[src/rtl/qcomp_pkg.sv]
// Shared constants and op encoding for the Q-format negate/abs scheduler.
package qcomp_pkg;

    localparam int N_DEF    = 16;
    localparam int Q_DEF    = 8;
    localparam int NREQ_DEF = 4;

    typedef enum logic {
        OP_NEG = 1'b0,
        OP_ABS = 1'b1
    } op_e;

    // Extremes of the default word width.
    localparam logic [N_DEF-1:0] MAX_POS = {1'b0, {(N_DEF-1){1'b1}}};
    localparam logic [N_DEF-1:0] MIN_NEG = {1'b1, {(N_DEF-1){1'b0}}};

endpackage

[src/rtl/qcomp_rr_arb.sv]
// Round-robin arbiter: one-hot grant to the first set request at or above ptr, wrapping.
module qcomp_rr_arb #(
    parameter int NREQ = 4,
    parameter int PW   = $clog2(NREQ)
) (
    input  logic [NREQ-1:0] req,
    input  logic [PW-1:0]   ptr,
    input  logic            en,
    output logic [NREQ-1:0] grant
);

    logic [PW-1:0] idx;
    logic          found;

    always_comb begin
        grant = '0;
        found = 1'b0;
        idx   = '0;
        for (int k = 0; k < NREQ; k++) begin
            idx = PW'((int'(ptr) + k) % NREQ);
            if (en && !found && req[idx]) begin
                grant[idx] = 1'b1;
                found      = 1'b1;
            end
        end
    end

endmodule

[src/rtl/qcomp_sched.sv]
// Shared two-stage NEG/ABS unit with round-robin intake and saturating results.
module qcomp_sched
    import qcomp_pkg::*;
#(
    parameter int N    = N_DEF,
    parameter int Q    = Q_DEF,
    parameter int NREQ = NREQ_DEF
) (
    input  logic                    clk,
    input  logic                    rst,
    input  logic [NREQ-1:0]         req_valid,
    output logic [NREQ-1:0]         req_ready,
    input  logic [NREQ*N-1:0]       req_data,
    input  logic [NREQ-1:0]         req_op,
    output logic                    rsp_valid,
    input  logic                    rsp_ready,
    output logic [N-1:0]            rsp_data,
    output logic [$clog2(NREQ)-1:0] rsp_id,
    output logic                    rsp_ovf
);

    localparam int PW = $clog2(NREQ);
    localparam logic [N-1:0] MAX_P = {1'b0, {(N-1){1'b1}}};
    localparam logic [N-1:0] MIN_N = {1'b1, {(N-1){1'b0}}};

    // Q only labels the binary point; the arithmetic never looks at it.
    if (Q >= N) begin : g_q_range
        $error("qcomp_sched: Q must be smaller than N");
    end

    logic [PW-1:0]   ptr;
    logic [NREQ-1:0] grant;
    logic            accept;
    logic [PW-1:0]   gid;
    logic [PW-1:0]   ptr_next;
    logic [N-1:0]    gdata;
    logic            gop;

    logic            s1_valid;
    logic [N-1:0]    s1_data;
    op_e             s1_op;
    logic [PW-1:0]   s1_id;

    logic            s2_valid;
    logic [N-1:0]    s2_data;
    logic [PW-1:0]   s2_id;
    logic            s2_ovf;

    logic            s2_load;
    logic            s1_adv;
    logic [N-1:0]    res;
    logic            ovf;

    assign s2_load = !s2_valid || rsp_ready;
    assign s1_adv  = !s1_valid || s2_load;

    qcomp_rr_arb #(.NREQ(NREQ), .PW(PW)) u_arb (
        .req   (req_valid),
        .ptr   (ptr),
        .en    (s1_adv && !rst),
        .grant (grant)
    );

    assign req_ready = grant;
    assign accept    = |grant;

    always_comb begin
        gid   = '0;
        gdata = '0;
        gop   = 1'b0;
        for (int i = 0; i < NREQ; i++) begin
            if (grant[i]) begin
                gid   = PW'(i);
                gdata = req_data[i*N +: N];
                gop   = req_op[i];
            end
        end
        ptr_next = (gid == PW'(NREQ-1)) ? '0 : gid + 1'b1;
    end

    // The most-negative value has no positive twin, so it saturates for both ops.
    always_comb begin
        res = ~s1_data + 1'b1;
        ovf = 1'b0;
        if (s1_data == MIN_N) begin
            res = MAX_P;
            ovf = 1'b1;
        end else if (s1_op == OP_ABS && !s1_data[N-1]) begin
            res = s1_data;
        end
    end

    always_ff @(posedge clk) begin
        if (rst) begin
            ptr      <= '0;
            s1_valid <= 1'b0;
            s1_data  <= '0;
            s1_op    <= OP_NEG;
            s1_id    <= '0;
            s2_valid <= 1'b0;
            s2_data  <= '0;
            s2_id    <= '0;
            s2_ovf   <= 1'b0;
        end else begin
            if (accept) begin
                ptr <= ptr_next;
            end
            if (s2_load) begin
                s2_valid <= s1_valid;
                if (s1_valid) begin
                    s2_data <= res;
                    s2_id   <= s1_id;
                    s2_ovf  <= ovf;
                end
            end
            if (s1_adv) begin
                s1_valid <= accept;
                if (accept) begin
                    s1_data <= gdata;
                    s1_op   <= op_e'(gop);
                    s1_id   <= gid;
                end
            end
        end
    end

    assign rsp_valid = s2_valid;
    assign rsp_data  = s2_data;
    assign rsp_id    = s2_id;
    assign rsp_ovf   = s2_ovf;

endmodule

[config.mk]
export PLATFORM = sky130hd
export DESIGN_NAME = qcomp_sched
export DESIGN_NICKNAME = d
export VERILOG_FILES = /design/src/rtl/qcomp_pkg.sv /design/src/rtl/qcomp_rr_arb.sv /design/src/rtl/qcomp_sched.sv
export SDC_FILE = /design/constraint.sdc
export NUM_CORES = 1
export LEC_CHECK = 0
export CAP_MARGIN = 20
export CORE_MARGIN = 5
export CORE_UTILIZATION = 32
export DETAILED_ROUTE_END_ITERATION = 8
export GPL_TIMING_DRIVEN = 0
export PLACE_DENSITY = 0.59
export SETUP_SLACK_MARGIN = 0.2
export SKIP_LAST_GASP = 1
export SLEW_MARGIN = 10
export SYNTH_ARGS = -nofsm -noshare
export SYNTH_HDL_FRONTEND = slang
export SYNTH_SLANG_ARGS = --single-unit
[constraint.sdc]
create_clock -name clk -period 2.45 [get_ports clk]
set_input_delay 0.49 -clock clk [delete_from_list [all_inputs] [get_ports clk]]
set_output_delay 0.49 -clock clk [all_outputs]
set_load 0.01 [all_outputs]
==> impl_metrics.csv <==
group,metric,value,unit
cells_and_area,seq_area,852,sq um
timing,fin_skew,0.00566,ns
yosys,synth-edff-count,0,
yosys,synth_cells,306,
yosys,yosysMostFrequentCell,"nor2_1",
global_route,grt_max_degree,14,
yosys,synth_area_leaders,"dfxtp_1, nor2_1, nand3b_1",
floorplanning,fp-row-count,33,
critical_path,path_class,"register to primary output",
flow_run,max-cap-violations,0,
timing,fin_crit,2.73,ns
timing,setup_viol,25,
cts,cts_buffers,5,
cells_and_area,final_layout_size_suffix_gt1_share,28.2,%
yosys,synth_area,2700,sq um
critical_path,crit_fanout,6,
critical_path,cpPeakStageDelay,0.35,ns
cts,hold_buffers,0,
power,p_int,0.00325,W
timing,fin_ws,-0.283,ns
detailed_routing,vias,2846,
detailed_routing,vias_per_cell,5.13,
timing,hold_violations,0,
yosys,async_flop_share,0,%
detailed_routing,wl_per_cell,16.1,microns
timing,min_period_over_period,112,%
yosys,yosysUniqueCellTypes,48,
timing,max_freq,0.366,GHz
cells_and_area,num_antenna_cells,0,
cells_and_area,syn2layout_area_growth,70.4,%
cts,cts_root_buf,"clkbuf_8",
timing,rsz0062_at_grt,"true",
critical_path,path_cells,"buf_6, inv_6, ha_4, mux4_2, buf_6, buf_6, nor2_4, a21o_4, clkbuf_16, buf_6",
cells_and_area,post-route-util,56.0,%
power,p_leak,1.88,nW
cts,htree_levels,2,
detailed_routing,drc,0,
critical_path,critPathSlowestCell,"dfxtp_4",
outcome,violations,"setup timing",
outcome,status,"finished, violations left",
power,clock_power_share,8.6,%
floorplanning,die_h,102,microns
timing,max_slew_margin,67.8,%
critical_path,path_common_cell,"buf_6",
cts,cts_tree,"done",
place,dp_slack,-1.12,ns
critical_path,required,1.96,ns
detailed_routing,routed_wirelength,8910,microns
place,finalWeightedCongestion,0.800,
power,ir_drop,0.000390,V
timing,slew_violations,0,
cts,cts.path.max_buffers,2,
cells_and_area,fin_area,4600,sq um
power,p_sw_share,40.3,%
yosys,synth.ff_latch_count,42,
cells_and_area,multi_input_area,1960,sq um
global_route,antenna_found_initial,0,
timing,tns,-5.84,ns
timing,tightest_slew,0.483,ns
detailed_routing,first_pass_iters,4,
yosys,syn_nets,388,
floorplanning,core_area,8220,sq um
yosys,yosys.area.top_type,"dfxtp_1",
critical_path,critical-path-top-delay-family,"buffers and inverters",
timing,holdWs,0.458,ns
power,p_seq_share,23.2,%
worst_hold_path,hp-class,"register to register",
place,place_area,3870,sq um
critical_path,worstPathBufferInverterCount,6,
yosys,yosys_warnings,0,
detailed_routing,drt_first_iter_violations,93,
yosys,syn_area_per_cell,8.83,sq um
floorplanning,dieArea,10400,sq um
global_route,gr-total-overflow,0,
global_route,track_usage,17.0,%
cts,clk_pin_slew,0.08,ns
critical_path,worst_setup_path_end_kind,"primary output",
power,p_switching,0.00220,W
cts,clock-sinks,42,
yosys,synthTopCellsByCount,"nor2_1, dfxtp_1, nand3b_1, a21o_1, o21ai_1",
cts,clock_latency,0.30,ns
floorplanning,fp.dieW,102,microns
power,pwr-share-comb,68.2,%
place,port_buffers,97,
critical_path,cp.arrival,2.24,ns
critical_path,startpoint_type,"register",
yosys,synth-main-ff-cell,"dfxtp_1",
power,powerDensity,1180,nW/um^2
yosys,yosys.area.top_type_share,31.1,%
place,hpwl,6480,microns
floorplanning,boundaryPins,99,
cells_and_area,fillers,758,
floorplanning,initial_core_util,32.9,%
global_route,grt_pass1_vias,2874,
yosys,ys_seq_area_share,31.1,%
cells_and_area,nets,531,
detailed_routing,ant_nets,0,
global_route,grt_pass1_wl,14300,microns
[worst reg2reg max path, cell delays in order (launching register included)]
cell and delay, ns:
dfxtp_4 0.35, buf_6 0.12, inv_6 0.04, ha_4 0.30, mux4_2 0.33, buf_6 0.15
buf_6 0.11, nor2_4 0.14, a21o_4 0.16, buf_4 0.16, nor2b_4 0.05, buf_8 0.14
buf_12 0.14, a221oi_4 0.31, o21ai_1 0.08
[routing by layer]
metal,up-vias,GRT usage (%),part of all wire (%)
met1,1319,23.1,46
met5,-,0,0
met4,0,4.34,2.0
met2,82,27.9,47
met3,16,3.48,5.6
li1,1429,-,-
[power groups by stage]
stage	Combinational, W	Sequential, W	Clock [W]
after floorplan	0.00184	0.00123	0
final	0.00372	0.00126	0.000468
after global routing	0.00402	0.00131	0.000521
after detailed placement	0.00269	0.00125	0
after global placement	0.00268	0.00124	0
after CTS	0.00342	0.00123	0.000480
[path summary, 6_finish.rpt]
check / from / to / slack (ns) / depth (start not counted)
worst max-delay path: ptr[0] / req_ready[2] / -0.28 / 10
worst min-delay path: rsp_id[1] / rsp_id[1] / 0.46 / 2
worst max register to register: ptr[0] / s1_data[9] / -0.25 / 14
worst min register to register: rsp_id[1] / rsp_id[1] / 0.46 / 2
[flip-flops by register name (all words and copies together) (netlist names)]
name / count
ptr: 2
rsp_data: 16
rsp_id: 2
rsp_ovf: 1
rsp_valid: 1
s1_data: 16
s1_id: 2
s1_op: 1
s1_valid: 1
[metrics by stage]
step | instances | total power (W)
2_1_floorplan | 306 | 0.00307
3_3_place_gp | 508 | 0.00392
3_5_place_dp | 508 | 0.00394
4_1_cts | 546 | 0.00513
5_1_grt | 555 | 0.00585
6_report | 555 | 0.00545
[cell families after synthesis]
family / share of synthesized area [%]
AOI/OAI and AO/OA: 29.3
xor gates and xnor gates: 3.89
adders and majority gates: 3.24
buffers and inverters: 5.19
DFF: 31.1
muxes: 4.86
and+or+nand+nor: 22.4
[layout by cell type (no fill, tap or decap), drive strengths merged, types with 6 or more instances in the layout]
cell	Yosys	layout
a211oi	16	16
inv	7	7
nand3b	19	19
nand2b	7	7
nor2	46	46
nor2b	8	8
clkbuf	11	18
o21ai	22	22
clkdlybuf4s50	0	89
xor2	6	6
ha	7	7
a221oi	17	17
dfxtp	42	42
a21oi	12	12
a21o	18	18
nand2	9	9
xnor2	6	6
buf	9	51
[layout make-up]
type                            instances  area share [%]
Sequential cell                        42            18.5
Clock inverter                          2           0.272
Buffer                                 20            3.80
Clock buffer                            6            1.79
Inverter                                7           0.679
Multi-Input combinational cell        237            42.6
Tap cell                              105            2.85
Timing Repair Buffer                  136            29.5
[repair_timing]
item	CTS	global route
setup endpoints to repair	41	37
pin swaps	26	6
buffers inserted	28	8
gates resized for setup	76	19
cloned	2	1
(Power assumes the default switching activity.)
